===== config.mk =====
export PLATFORM = sky130hd
export DESIGN_NAME = exchange_order_issuer
export DESIGN_NICKNAME = d
export VERILOG_FILES = /design/src/rtl/exchange_issuer_pkg.sv /design/src/rtl/exchange_order_issuer_sync_fifo.sv /design/src/rtl/exchange_order_issuer.sv
export SDC_FILE = /design/constraint.sdc
export NUM_CORES = 1
export LEC_CHECK = 0
export CAP_MARGIN = 20
export CORE_MARGIN = 2
export CORE_UTILIZATION = 48
export DETAILED_ROUTE_END_ITERATION = 10
export PLACE_DENSITY_LB_ADDON = 0.08
export SLEW_MARGIN = 20
export SYNTH_ARGS = -nofsm -noshare
export SYNTH_HDL_FRONTEND = slang
export SYNTH_SLANG_ARGS = --single-unit

===== constraint.sdc =====
create_clock -name clk -period 6.9 [get_ports clk]
set_clock_uncertainty 0.05 [all_clocks]
set_input_delay 1.38 -clock clk [delete_from_list [all_inputs] [get_ports clk]]
set_output_delay 1.38 -clock clk [all_outputs]
set_load 0.03 [all_outputs]

===== src/rtl/exchange_issuer_pkg.sv =====
// exchange_issuer_pkg: shared state encoding, order layout and limits for the exchange order issuer
package exchange_issuer_pkg;
   localparam int DEF_CLIENT_W = 5;
   localparam int DEF_AMOUNT_W = 16;
   localparam logic [15:0] DROP_CNT_MAX = 16'hFFFF;
   typedef enum logic [1:0] {IDLE = 2'd0, DRIVE = 2'd1, GAP = 2'd2} issuer_state_e;
   typedef struct packed {
      logic [DEF_CLIENT_W-1:0] client_id;
      logic [DEF_AMOUNT_W-1:0] amount;
   } order_t;
endpackage


===== src/rtl/exchange_order_issuer_sync_fifo.sv =====
// sync_fifo: power-of-two register FIFO with async reset and a synchronous clear
module sync_fifo #(
   parameter int DEPTH = 8,
   parameter int W = 21
) (
   input  logic                         clk,
   input  logic                         rst_n,
   input  logic                         clr,
   input  logic                         push,
   input  logic                         pop,
   input  logic [W-1:0]                 wdata,
   output logic [W-1:0]                 rdata,
   output logic                         full,
   output logic                         empty,
   output logic [$clog2(DEPTH+1)-1:0]   count
);
   localparam int AW = $clog2(DEPTH);
   localparam int CW = $clog2(DEPTH+1);
   if (DEPTH < 2 || (DEPTH & (DEPTH - 1)) != 0) begin : g_bad_depth
      $error("sync_fifo DEPTH must be a power of two >= 2");
   end
   logic [W-1:0]  mem_q [DEPTH];
   logic [AW-1:0] wr_q, rd_q;
   logic [CW-1:0] cnt_q;
   logic          do_push, do_pop;
   assign full    = cnt_q == CW'(DEPTH);
   assign empty   = cnt_q == '0;
   assign count   = cnt_q;
   assign rdata   = mem_q[rd_q];
   assign do_push = push && !full;
   assign do_pop  = pop && !empty;
   always_ff @(posedge clk or negedge rst_n)
      if (!rst_n) begin
         wr_q  <= '0;
         rd_q  <= '0;
         cnt_q <= '0;
      end else if (clr) begin
         wr_q  <= '0;
         rd_q  <= '0;
         cnt_q <= '0;
      end else begin
         if (do_push) wr_q <= wr_q + 1'b1;
         if (do_pop) rd_q <= rd_q + 1'b1;
         cnt_q <= cnt_q + CW'(do_push) - CW'(do_pop);
      end
   always_ff @(posedge clk)
      if (do_push && !clr) mem_q[wr_q] <= wdata;
endmodule


===== src/rtl/exchange_order_issuer.sv =====
// exchange_order_issuer: buffers orders and replays each as a HOLD_CYCLES-wide exchange_go pulse plus gap.
// Define EXCHANGE_ISSUER_STATS_EN to build the issued_count counter; otherwise it reads 0.
module exchange_order_issuer
   import exchange_issuer_pkg::*;
#(
   parameter int DEPTH       = 8,
   parameter int HOLD_CYCLES = 4,
   parameter int GAP_CYCLES  = 4,
   parameter int CLIENT_W    = 5,
   parameter int AMOUNT_W    = 16
) (
   input  logic                         clk,
   input  logic                         rst_n,
   input  logic                         in_valid,
   output logic                         in_ready,
   input  logic [CLIENT_W-1:0]          in_client_id,
   input  logic [AMOUNT_W-1:0]          in_amount,
   input  logic                         flush,
   output logic [CLIENT_W-1:0]          exchange_client_id,
   output logic [AMOUNT_W-1:0]          exchange_amount,
   output logic                         exchange_go,
   output logic [$clog2(DEPTH+1)-1:0]   fifo_count,
   output logic [15:0]                  drop_count,
   output logic [31:0]                  issued_count
);
   localparam int W  = CLIENT_W + AMOUNT_W;
   localparam int CW = $clog2((HOLD_CYCLES > GAP_CYCLES ? HOLD_CYCLES : GAP_CYCLES) + 1);
   localparam logic [1:0] S_IDLE  = IDLE;
   localparam logic [1:0] S_DRIVE = DRIVE;
   localparam logic [1:0] S_GAP   = GAP;
   if (HOLD_CYCLES < 1 || GAP_CYCLES < 1) begin : g_bad_timing
      $error("HOLD_CYCLES and GAP_CYCLES must both be >= 1");
   end
   logic [1:0]          state_q, state_d;
   logic [CW-1:0]       cnt_q, cnt_d;
   logic                go_q, go_d;
   logic [CLIENT_W-1:0] id_q, id_d;
   logic [AMOUNT_W-1:0] amt_q, amt_d;
   logic [15:0]         drop_q, drop_d;
   logic                full, empty, accept, push, pop;
   logic [W-1:0]        head;
   assign in_ready = !full && !flush;
   assign accept   = in_valid && in_ready;
   assign push     = accept && (in_amount != '0);
   assign pop      = (state_q == S_IDLE) && !empty && !flush;
   sync_fifo #(.DEPTH(DEPTH), .W(W)) u_fifo (
      .clk(clk), .rst_n(rst_n), .clr(flush), .push(push), .pop(pop),
      .wdata({in_client_id, in_amount}), .rdata(head),
      .full(full), .empty(empty), .count(fifo_count)
   );
   // The counter holds cycles remaining minus one, so a zero count ends the phase on the next edge.
   always_comb begin
      state_d = state_q;
      cnt_d   = cnt_q;
      go_d    = go_q;
      id_d    = id_q;
      amt_d   = amt_q;
      if (flush) begin
         state_d = S_IDLE;
         cnt_d   = '0;
         go_d    = 1'b0;
         id_d    = '0;
         amt_d   = '0;
      end else if (state_q == S_IDLE) begin
         if (pop) begin
            state_d       = S_DRIVE;
            cnt_d         = CW'(HOLD_CYCLES - 1);
            go_d          = 1'b1;
            {id_d, amt_d} = head;
         end
      end else if (state_q == S_DRIVE) begin
         if (cnt_q == '0) begin
            state_d = S_GAP;
            cnt_d   = CW'(GAP_CYCLES - 1);
            go_d    = 1'b0;
         end else cnt_d = cnt_q - 1'b1;
      end else begin
         if (cnt_q == '0) state_d = S_IDLE;
         else cnt_d = cnt_q - 1'b1;
      end
   end
   assign drop_d = (accept && in_amount == '0 && drop_q != DROP_CNT_MAX) ? drop_q + 16'd1 : drop_q;
   always_ff @(posedge clk or negedge rst_n)
      if (!rst_n) begin
         state_q <= S_IDLE;
         cnt_q   <= '0;
         go_q    <= 1'b0;
         id_q    <= '0;
         amt_q   <= '0;
         drop_q  <= '0;
      end else begin
         state_q <= state_d;
         cnt_q   <= cnt_d;
         go_q    <= go_d;
         id_q    <= id_d;
         amt_q   <= amt_d;
         drop_q  <= drop_d;
      end
   assign exchange_go        = go_q;
   assign exchange_client_id = id_q;
   assign exchange_amount    = amt_q;
   assign drop_count         = drop_q;
`ifdef EXCHANGE_ISSUER_STATS_EN
   logic [31:0] issued_q;
   always_ff @(posedge clk or negedge rst_n)
      if (!rst_n) issued_q <= '0;
      else if (pop) issued_q <= issued_q + 32'd1;
   assign issued_count = issued_q;
`else
   assign issued_count = '0;
`endif
endmodule


# [Word-level counts from Yosys, hierarchy flattened]
# Memories as Yosys holds them, arrays and structs flattened.
# Cells that the tools add are included.
[totals] ff_bits=53 latch_bits=0 mem_bits_rw=168 romBits=0 in_bits=25 output_inout_bits=75 n_memories=1
[mem_list] memory="u_fifo.mem_q" depth=8 width=21 read_ports=1 rd_ports_with_merged_regs=0 write_ports=1 line_no="exchange_order_issuer_sync_fifo.sv:22" text="logic [W-1:0] mem_q [DEPTH];"
[classes] add_sub_neg=6 n_mul=0 div_mod_pow=0 n_lt_le_gt_ge=0 eq_ne=5 n_shift=0 muxes=30 n_bitwise=0 reduce_logical=28
[op_table] operator="two-way mux 16 bit" n=3
[op_table] operator="two-way mux 3 bit" n=10
[op_table] operator="adder 16 x 1 -> 16 bit (second input constant)" n=1
[op_table] operator="zero test 16 bit" n=1
[op_table] operator="!= test 16 bit (second input constant)" n=1
[op_table] operator="nonzero test 16 bit" n=1
[op_table] operator="two-way mux 5 bit" n=3
[op_table] operator="two-way mux 2 bit" n=6
[op_table] operator="logical AND 1 bit" n=10
[op_table] operator="nonzero test 2 bit" n=4
[op_table] operator="two-way mux 1 bit" n=7
[op_table] operator="adder 3 x 1 -> 3 bit (second input constant)" n=2
[op_table] operator="AND reduction 2 bit" n=3
[op_table] operator="nonzero test 3 bit" n=2
[op_table] operator="adder 4 x 1 -> 4 bit" n=1
[op_table] operator="equality test 4 bit (second input constant)" n=1
[op_table] operator="zero test 4 bit" n=1
[op_table] operator="two-way mux 4 bit" n=1
[op_table] operator="!= test 4 bit (second input constant)" n=1
[op_table] operator="subtractor 4 x 1 -> 4 bit" n=1
[op_table] operator="zero test 1 bit" n=3
[op_table] operator="zero test 3 bit" n=1
[op_table] operator="!= test 3 x 2 -> 1 bit (second input constant)" n=1
[op_table] operator="AND reduction 3 bit" n=1
[op_table] operator="3 further kinds" n=3

# [Longest topological paths before layout]
# Gate-level depths: netlist of the first run.
[logic_depth] word_depth=9 depth_mapped=12 mapped_depth_nobuf=12

# [Cells and area by module]
# From an unflattened synthesis of the first run, not the netlist that was laid out.
[hier_totals] cells_unflattened=518 hier_area_um2=9344.0
[by_module_without_submodules] mod="sync_fifo" instances=1 cells_each=317 area_each_um2=7108.1 seq_area_each_um2=5295.1
[by_module_without_submodules] mod="exchange_order_issuer" instances=1 cells_each=201 area_each_um2=2235.9 seq_area_each_um2=1076.0

# [Worst setup path after synthesis of the first run]
# OpenSTA, ideal clock, no wires.
[synth_path] path_kind="input to register" from="input in_valid" to="memory u_fifo.mem_q[0][0], enable pin" setup_time_ns=0.425 t_arrival_ns=3.577 required_ns=6.425 slack_ns=2.848 path_stages=4 path_cell_list="inv_1 > a211o_1 > or3_1 > nor3_1"
[synth_via] elab_chain_len=6
[synth_lines] element="start: declaration" line_no="exchange_order_issuer.sv:14" text="input logic in_valid,"
[synth_lines] element="logical AND 1 bit" line_no="exchange_order_issuer.sv:43" text="assign accept = in_valid && in_ready;"
[synth_lines] element="logical AND 1 bit" line_no="exchange_order_issuer.sv:44" text="assign push = accept && (in_amount != '0);"
[synth_lines] element="logical AND 1 bit" line_no="exchange_order_issuer_sync_fifo.sv:30" text="assign do_push = push && !full;"
[synth_lines] element="logical AND 1 bit" line_no="exchange_order_issuer_sync_fifo.sv:47" text="if (do_push && !clr) mem_q[wr_q] <= wdata;"
[synth_lines] element="two-way mux 1 bit" line_no="exchange_order_issuer_sync_fifo.sv:47"
[synth_lines] element="two-way mux 1 bit (implied by the code)" line_no="exchange_order_issuer_sync_fifo.sv:47"
[synth_lines] element="end: declaration" line_no="exchange_order_issuer_sync_fifo.sv:22"
# No other way between the ends.

# [Final worst setup path of the first run]
[layout_path] from="input flush" to="output in_ready"
[layout_via] elab_chain_len=2
[layout_lines] element="start: declaration" line_no="exchange_order_issuer.sv:18" text="input logic flush,"
[layout_lines] element="zero test 1 bit" line_no="exchange_order_issuer.sv:42" text="assign in_ready = !full && !flush;"
[layout_lines] element="logical AND 1 bit" line_no="exchange_order_issuer.sv:42"
[layout_lines] element="end: declaration" line_no="exchange_order_issuer.sv:15" text="output logic in_ready,"
# No other way between the ends.

==> results of run 1 <==
[metal layers]
metal	track usage, %	up-vias
met1	24.0	2411
met4	5.16	0
met5	0	-
li1	-	2166
met3	2.93	30
met2	30.9	99
[power breakdown]
part	internal [mW]	leakage [nW]	switching [mW]
clock network	0.759	0.387	0.501
logic	0.464	1.18	0.618
registers	1.53	2.22	0.0691
total	2.76	3.78	1.19
[area by class of cell]
class	instances	area [sq um]
Fill cell	1445	7900
Sequential cell	221	6370
Multi-Input combinational cell	280	2550
Timing Repair Buffer	80	758
Clock buffer	27	622
Tap cell	234	293
Clock inverter	17	165
Inverter	14	52.6
[Yosys cell counts (all sizes together)]
master	n	area (sq um)
nand3	7	47.6
inv	14	52.6
a211oi	22	178
mux2i	22	220
conb	1	3.75
nand2b	5	31.3
a31oi	1	6.26
ha	11	138
o21bai	1	7.51
buf	44	303
mux2	1	11.3
fa	1	20.0
nor3	10	60.1
a221oi	2	17.5
nor2	48	180
nor3b	2	15.0
nor4	8	87.6
nor2b	2	12.5
a211o	1	8.76
nand2	19	73.8
and4	1	11.3
a21o	1	7.51
xor2	10	87.6
xnor2	8	70.1
or4	1	11.3
mux4	42	946
o21a	1	7.51
or3	2	17.5
a21oi	11	55.1
dfrtp	53	1330
o21ai	2	10.0
edfxtp	168	5040
nand4	6	56.3
clkbuf	12	46.3
[state kept, by name, summed over array words and instances, names as in the netlist]
name,count
exchange_amount,16
u_fifo.mem_q,168
state_q,2
exchange_client_id,5
u_fifo.wr_q,3
u_fifo.count,4
drop_count,16
u_fifo.rd_q,3
exchange_go,1
cnt_q,3
[kinds of logic (layout without fill, tap and decap cells)]
family                   Yosys count  count (layout)  share of synthesized area [%]
AND/OR/NAND/NOR                  111             111                           6.59
multiplexers                      65              65                           12.8
buffers and inverters             70             138                           4.38
XOR/XNOR                          18              18                           1.72
adder cells (fa/ha/maj)           12              12                           1.72
AO/OA/AOI/OAI                     42              42                           3.25
other                              1              32                         0.0409
flip-flops                       221             221                           69.5
[how the worst max path moves through the flow]
stage             start                            to  slack (ns)
2_1_floorplan  in_valid  u_fifo.mem_q[0][0]$_DFFE_PP_        2.85
3_3_place_gp      flush                      in_ready        2.69
3_5_place_dp      flush                      in_ready        2.70
4_1_cts           flush                      in_ready        2.70
5_1_grt           flush                      in_ready        2.59
6_report          flush                      in_ready        2.70
[worst register-to-register path: stages, from the launching register on]
cell and delay, ns:
sky130_fd_sc_hd__dfrtp_1 0.38, sky130_fd_sc_hd__inv_1 0.11, sky130_fd_sc_hd__ha_1 0.15, sky130_fd_sc_hd__nor3b_1 0.72
sky130_fd_sc_hd__nand2b_1 0.25, sky130_fd_sc_hd__nor2_1 0.06, sky130_fd_sc_hd__ha_1 0.31, sky130_fd_sc_hd__inv_1 0.04
sky130_fd_sc_hd__ha_1 0.21, sky130_fd_sc_hd__fa_1 0.38, sky130_fd_sc_hd__xnor2_1 0.16, sky130_fd_sc_hd__nor2_1 0.05
==> flow_results.org, run 1 <==
** Outcome
- The run finished with clean final reports.

** Floorplan
- The die is 142 um tall.
- Once the floorplan was initialized, standard cells occupied about half of the core.
- Number of rows in the core area :: 50
- Measured along the x axis, the die boundary spans around 140 um.
- The floorplan step defined a die boundary enclosing 20200 sq um.
- IO Count :: 100
- The core region is ~19000 sq um.

** Logic synthesis
- In this run, synthesis produced a sequential element count of 221.
- The cell count after synthesis came out at 540.
- Yosys printed 0 warnings.
- Each instance of the synthesized netlist takes up on average between 15 and 20 sq um.
- Proportion of synthesized chip area in sequential cells :: a little over two thirds
- Synthesis instantiated between 40 and 50 different standard cells from the library.
- Synthesized cell area :: between 9000 and 10000 sq um

** STA
- Final-report max-slew violation count :: 0
- The final critical path takes up between 60 and 70% of the cycle.
- Setup repair after global routing missed its margin :: false
- Across all hold checks on the routed design, the worst slack comes to 0.459 ns.
- For the pin with the worst max-slew slack, the measured transition is roughly 0.92 ns.
- After layout, the worst setup slack is ~2.7 ns.
- Final period demand of the worst path :: roughly 4.2 ns
- Headroom to the max-slew limit came out at between 30% and 40%.
- Final hold vios :: 0
- Final total negative setup slack :: 0 ns
- Setup violations remaining at the end of the flow were counted as 0.
- Highest achievable clock rate :: 238 MHz

** Critical path
- For this design, the slowest cell found on the critical path is sky130_fd_sc_hd__buf_2.
- The endpoint identified for the worst register-to-register timing path is u_fifo.count[2]$_DFF_PN0_.
- Critical path's top delay family :: buffers and inverters
- Worst path required time :: between 5 and 6 ns
- In this run the critical register-to-register path is launched from u_fifo.count[2]$_DFF_PN0_.
- For the worst flop-to-flop path, the logic depth is 11.
- The worst setup path is captured at an output port.
- Sum of buffers and inverters on the critical path :: 2
- The largest single stage delay on the critical path is 0.67 ns.
- Arrival time of the worst setup path :: 2.77 ns
- Type of origin of the critical path :: primary input
- Along the worst path, the maximum fanout reaches 41.
- The critical path is of the in -> out type.
- Count of cell instances traversed by the critical path :: 3
- Setup slack on the worst reg-to-reg path comes out at between 3 and 4 ns.
- Crit-path cells :: buf_2 > a21oi_1 > clkdlybuf4s50_1

** Route
- For this run, the detailed router's first-pass iteration total came to 6.
- In the routed layout, each cell is associated on average with a via count of roughly 5.4.
- Uppermost metal layer occupied by signal nets :: met4
- Antenna viol nets, final :: 0
- DRT met1 WL :: approximately 7600 um
- Detailed route wirelength on metal3 :: approximately 650 um
- After detailed routing, the number of remaining DRC violations is 0.
- Violation count after the first detailed-routing iteration :: 187
- For this block, the via count after detailed routing is about 4700.
- The routed design has around 18000 um of wire.
- Met2 routed wirelength :: between 8000 and 9000 um
- Wirelength per Cell :: 20.2 um

** Clock tree
- TritonCTS built the clock tree.
- After clock tree synthesis, the setup repair step added 0 buffers.
- After clock tree synthesis, the repair step resized 0 gates.
- The root buffer cell chosen for the clock tree is sky130_fd_sc_hd__clkbuf_16.
- Clock buffer count from CTS :: 24
- Count of hold-fix buffers inserted at cts :: 0
- The clock passes through at most 3 buffers.
- Count of H-tree levels built during CTS :: 1
- Clock tree synthesis found a total of about 220 sinks.
- At the later pin of the worst-skew pair, clock insertion delay measures between 0.5 and 0.6 ns.
- After clock tree synthesis, the clock-pin slew on the worst setup and hold paths is around 0.06 ns.

** Pwr
- Maximum vdd ir drop :: approximately 0.28 mV
- Leakage component of the power :: approximately 3.8 nW
- The design draws 3.95 mW.
- Power spread over the standard cell area amounts to about 360 nW/um^2.

** GRT
- First-pass GRT wire length :: 27700 um
- The via count of the first global-routing pass is 4940.
- Entering global routing, the biggest net connects 54 pins.
- The number of antenna violations at the first check in global routing came to 0.
- Remaining global-route overflow :: 0
- Global routing used 18.0% of the available tracks.

** Final layout
- The area growth from synthesis to layout is 17.9%.
- Non-filler cells in the finished layout :: between 800 and 900
- Fraction of layout instances using a drive strength above 1 :: a little under a fifth
- Antenna cell count :: 0
- After the last flow step, the layout net total stands at approximately 660.
- Final Util :: between 50% and 60%
- The finished cells cover 10800 sq um.
- Most frequent standard cell in the layout excluding fill and tap cells :: sky130_fd_sc_hd__edfxtp_1
- Highest-count cells in the layout ignoring fill and taps :: sky130_fd_sc_hd__edfxtp_1 (168), sky130_fd_sc_hd__clkdlybuf4s50_1 (65), sky130_fd_sc_hd__dfrtp_1 (52)

** Place
- Placed wire-length estimate :: around 10000 um
- Worst setup timing slack at the placement stage :: between 2 and 3 ns
- The number of placed instances, taps included, is 829.
- Routability congestion estimate :: roughly 0.72
- I/O Buffers :: 67
- Once placement finished, the instance area stood at 10000 sq um.

** Job
- # Max-Cap Violations :: 0

** Hold path
- The worst hold path begins at drop_count[6]$_DFFE_PN0P_.
- Counting instances, the worst hold path has a depth of 1.
- For hold timing, the worst endpoint is drop_count[6]$_DFFE_PN0P_.
- In this run the worst hold path is classified as reg -> reg.
Note: power is estimated with default switching activity, not from simulation.
==> inputs of run 2 (changes only) <==
Clock period 6.9 ns to 4.3 ns, I/O delays scaled along.
==> run 2 against run 1 <==
Compared with the run above:
- total power increased by 63%
- critical endpoint unchanged
- critical path depth up 1
- die area unchanged
- setup slack got worse by 1.6 ns
==> flow_results.org, run 2 (same netlist as run 1, synthesis figures left out) <==
** Critical path
- Setup CP Type :: in -> out (unchanged)
- Crit path max fanout :: 27 (was 41)
- The critical path capture point type was an output port (unchanged).
- CP max stage cell :: sky130_fd_sc_hd__clkdlybuf4s50_1 (was sky130_fd_sc_hd__buf_2)
- The reg-to-reg critical path endpoint was u_fifo.mem_q[1][13]$_DFFE_PP_ (was u_fifo.count[2]$_DFF_PN0_).
- The register-to-register setup slack came to 1.53 ns (was 3.89 ns).
- Origin of the critical flop-to-flop path :: u_fifo.count[2]$_DFF_PN0_ (unchanged)
- Crit-path cells: buf_2 > buf_4 > a21oi_1 > clkdlybuf4s50_1 (was buf_2 > a21oi_1 > clkdlybuf4s50_1).
- The delay contributed by the slowest stage of the critical path was 0.61 ns (was 0.67 ns).
- The launching instance or port of the critical path was flush (unchanged).
- The critical path launch point type was a primary input (unchanged).
- Critical path's top delay family :: buffers and inverters (unchanged)
- Sum of buffers and inverters on the critical path :: 3 (was 2)
- The number of cells on the worst reg-to-reg path is 8 (was 11).
- Worst path required time :: 3.39 ns (was 5.47 ns)
- The critical path data arrival time was 2.27 ns (was 2.77 ns).

** Hold path
- Worst min path class :: in -> async (was reg -> reg)

** STA
- Setup repair after global routing missed its margin :: false (unchanged)
- Number of setup violations in the final report :: 0 (unchanged)
- The minimum setup slack in the final design came to 1.12 ns (was 2.70 ns).
- Highest achievable clock rate :: 314 MHz
- The setup total negative slack is 0 ns (unchanged).
- Final hold vios :: 0 (unchanged)
- Slew of the pin with the lowest slew margin :: 1.11 ns (was 0.916 ns)
- Final period demand of the worst path :: between 3 and 4 ns
- The max-slew violation count came to 0 (unchanged).
- Rel. slew slack :: 26.0% (was 38.9%)
- After layout, the worst path uses between 70% and 80% of the clock period.

** Final layout
- The number of antenna diodes is 0 (unchanged).
- Register ranked first by flip-flop count :: u_fifo.mem_q (unchanged)
- The flip-flop count of the largest register, all copies and words added is 168 (unchanged).
- The number of inserted filler cells in the final layout was 1421 (was 1445).
- Fraction of layout instances using a drive strength above 1 :: 19.0% (was 18.3%)
- The number of nets at the end of the flow came to 662 (was 658).
- Area growth from synthesis to layout :: 18.9% (was 17.9%)
- Most frequent standard cell in the layout excluding fill and tap cells :: sky130_fd_sc_hd__edfxtp_1 (unchanged)
- Final design instance area without fill :: 10900 sq um (was 10800 sq um)
- The post-route non-filler standard cell count is 876 (was 873).
- Highest-count cells in the layout ignoring fill and taps :: sky130_fd_sc_hd__edfxtp_1 (168), sky130_fd_sc_hd__clkdlybuf4s50_1 (65), sky130_fd_sc_hd__dfrtp_1 (51) (was sky130_fd_sc_hd__edfxtp_1 (168), sky130_fd_sc_hd__clkdlybuf4s50_1 (65), sky130_fd_sc_hd__dfrtp_1 (52))

** GRT
- Pin count of the biggest net entering global routing :: 46 (was 54)
- First-pass GRT wire length :: 27600 um (was 27700 um)
- The global route total overflow is 0 (unchanged).
- The via count of the first global-routing pass was 4842 (was 4940).
- The global routing usage summed across all routing layers is 18.1% (was 18.0%).
- Initial antenna violation count :: 0 (unchanged)

** Floorplan
- The initial standard-cell utilization of the core was 49.0% (unchanged).
- The die width was 142 um (unchanged).
- The area of the die was 20200 sq um (unchanged).
- IO Count :: 100 (unchanged)
- The placeable core region came to 18700 sq um (unchanged).
- The row count was 50 (unchanged).
- The die outline height was 142 um (unchanged).

** Place
- The global placer's final weighted congestion is 0.720 (was 0.724).
- Worst setup timing slack at the placement stage :: 0.697 ns (was 2.70 ns)
- Placed wire-length estimate :: 10900 um (was 10000 um)
- DP Area :: 10100 sq um (was 10000 sq um)
- The placed cell count was 834 (was 829).
- I/O Buffers :: 67 (unchanged)

** Route
- Routed WL :: 17800 um (was 17600 um)
- The via count was 4695 (was 4706).
- Violation count after the first detailed-routing iteration :: 235 (was 187)
- Antenna viol nets, final :: 0 (unchanged)
- The detailed-route vias per instance was 5.36 (was 5.39).
- The number of search-and-repair iterations in the first detailed-routing pass came to 4 (was 6).
- The average detailed-routed wire length per instance came to 20.3 um (was 20.2 um).
- DRC violations left :: 0 (unchanged)

** Clock tree
- The number of buffers inserted during clock tree synthesis came to 23 (was 24).
- Worst-Skew Late Latency :: 0.51 ns (was 0.52 ns)
- The clock tree from TritonCTS was built (unchanged).
- The H-tree depth reported by CTS came to 1 (unchanged).
- The clock-pin transition on the worst setup and hold timing paths is 0.06 ns (about the same).
- The number of buffers between clock root and the deepest sink was 3 (unchanged).
- Root buffer cell :: sky130_fd_sc_hd__clkbuf_16 (unchanged)
- Count of hold-fix buffers inserted at cts :: 0 (unchanged)
- Number of gates given a new drive strength after cts :: 0 (unchanged)
- TritonCTS Sinks :: 221 (unchanged)
- The post-CTS repair timing setup buffer count is 0 (unchanged).

** Pwr
- The worst vdd rail ir drop was 0.300 mV (was 0.285 mV).
- PwrDens :: 591 nW/um^2 (was 365 nW/um^2)
- The total power consumption of the routed design was 6.45 mW (was 3.95 mW).
- The leakage power came to 3.81 nW (was 3.78 nW).

** Outcome
- Run status: completed (unchanged).

** Job
- # Max-Cap Violations :: 0 (unchanged)
==> run 2: changes by cell type in the layout (fill, tap and decap cells not counted) <==
| cell | previous run | this run |
|---|---|---|
| sky130_fd_sc_hd__clkinv_1 | 8 | 4 |
| sky130_fd_sc_hd__buf_4 | 13 | 16 |
| sky130_fd_sc_hd__bufinv_16 | 3 | 6 |
| sky130_fd_sc_hd__clkbuf_1 | 2 | 5 |
| sky130_fd_sc_hd__clkinv_2 | 4 | 1 |
| sky130_fd_sc_hd__buf_12 | 0 | 2 |
| sky130_fd_sc_hd__clkinvlp_4 | 0 | 2 |
| sky130_fd_sc_hd__clkbuf_16 | 24 | 23 |
| sky130_fd_sc_hd__clkbuf_8 | 1 | 0 |
| sky130_fd_sc_hd__clkinv_8 | 1 | 0 |
| sky130_fd_sc_hd__dfrtp_1 | 52 | 51 |
| sky130_fd_sc_hd__dfrtp_4 | 0 | 1 |
==> run 2: stage by stage <==
stage	hold slack, ns	util, %
after floorplan	0.455	-
after global placement	0.446	53.9
after detailed placement	0.452	53.9
after CTS	0.334	58.3
after global routing	0.375	58.3
final	0.334	58.3
==> run 2: area by class of cell <==
| cell class | instances | area [sq um] | share of cell area, % |
|---|---|---|---|
| inverter | 14 | 52.6 | 0.482 |
| timing repair buffer | 85 | 821 | 7.53 |
| clock buffer | 28 | 594 | 5.45 |
| multi-input combinational | 280 | 2550 | 23.3 |
| clock inverter | 14 | 224 | 2.05 |
| tap | 234 | 293 | 2.68 |
| sequential | 221 | 6380 | 58.5 |
==> run 2: worst reg2reg max path, cell delays in order (launching register included) <==
cell,delay (ns)
sky130_fd_sc_hd__dfrtp_1,0.35
sky130_fd_sc_hd__inv_1,0.08
sky130_fd_sc_hd__ha_1,0.26
sky130_fd_sc_hd__a211oi_4,0.39
sky130_fd_sc_hd__nand2_1,0.15
sky130_fd_sc_hd__inv_1,0.13
sky130_fd_sc_hd__nand2_1,0.17
sky130_fd_sc_hd__nor3_2,0.48
sky130_fd_sc_hd__buf_4,0.39
==> run 2: worst max-delay path by stage <==
stage          slack [ns]  cells after the start                            to
3_3_place_gp         0.80                      9     u_fifo.count[2]$_DFF_PN0_
4_1_cts              1.09                      4                      in_ready
6_report             1.12                      4                      in_ready
5_1_grt              1.04                      4                      in_ready
3_5_place_dp         0.70                      8  u_fifo.mem_q[1][9]$_DFFE_PP_
2_1_floorplan        0.77                      5  u_fifo.mem_q[0][0]$_DFFE_PP_
==> run 2: layer usage <==
layer	GRT usage, %	vias to the layer above	part of all wire, %
met5	0	-	0
li1	-	2174	-
met3	2.59	22	4.6
met4	5.74	0	1.7
met2	30.4	119	50
met1	24.9	2380	44
==> run 2: power breakdown <==
part	internal [mW]	switching [mW]
combinational	0.765	0.882
clock	1.35	0.789
sequential	2.46	0.207
total	4.57	1.88
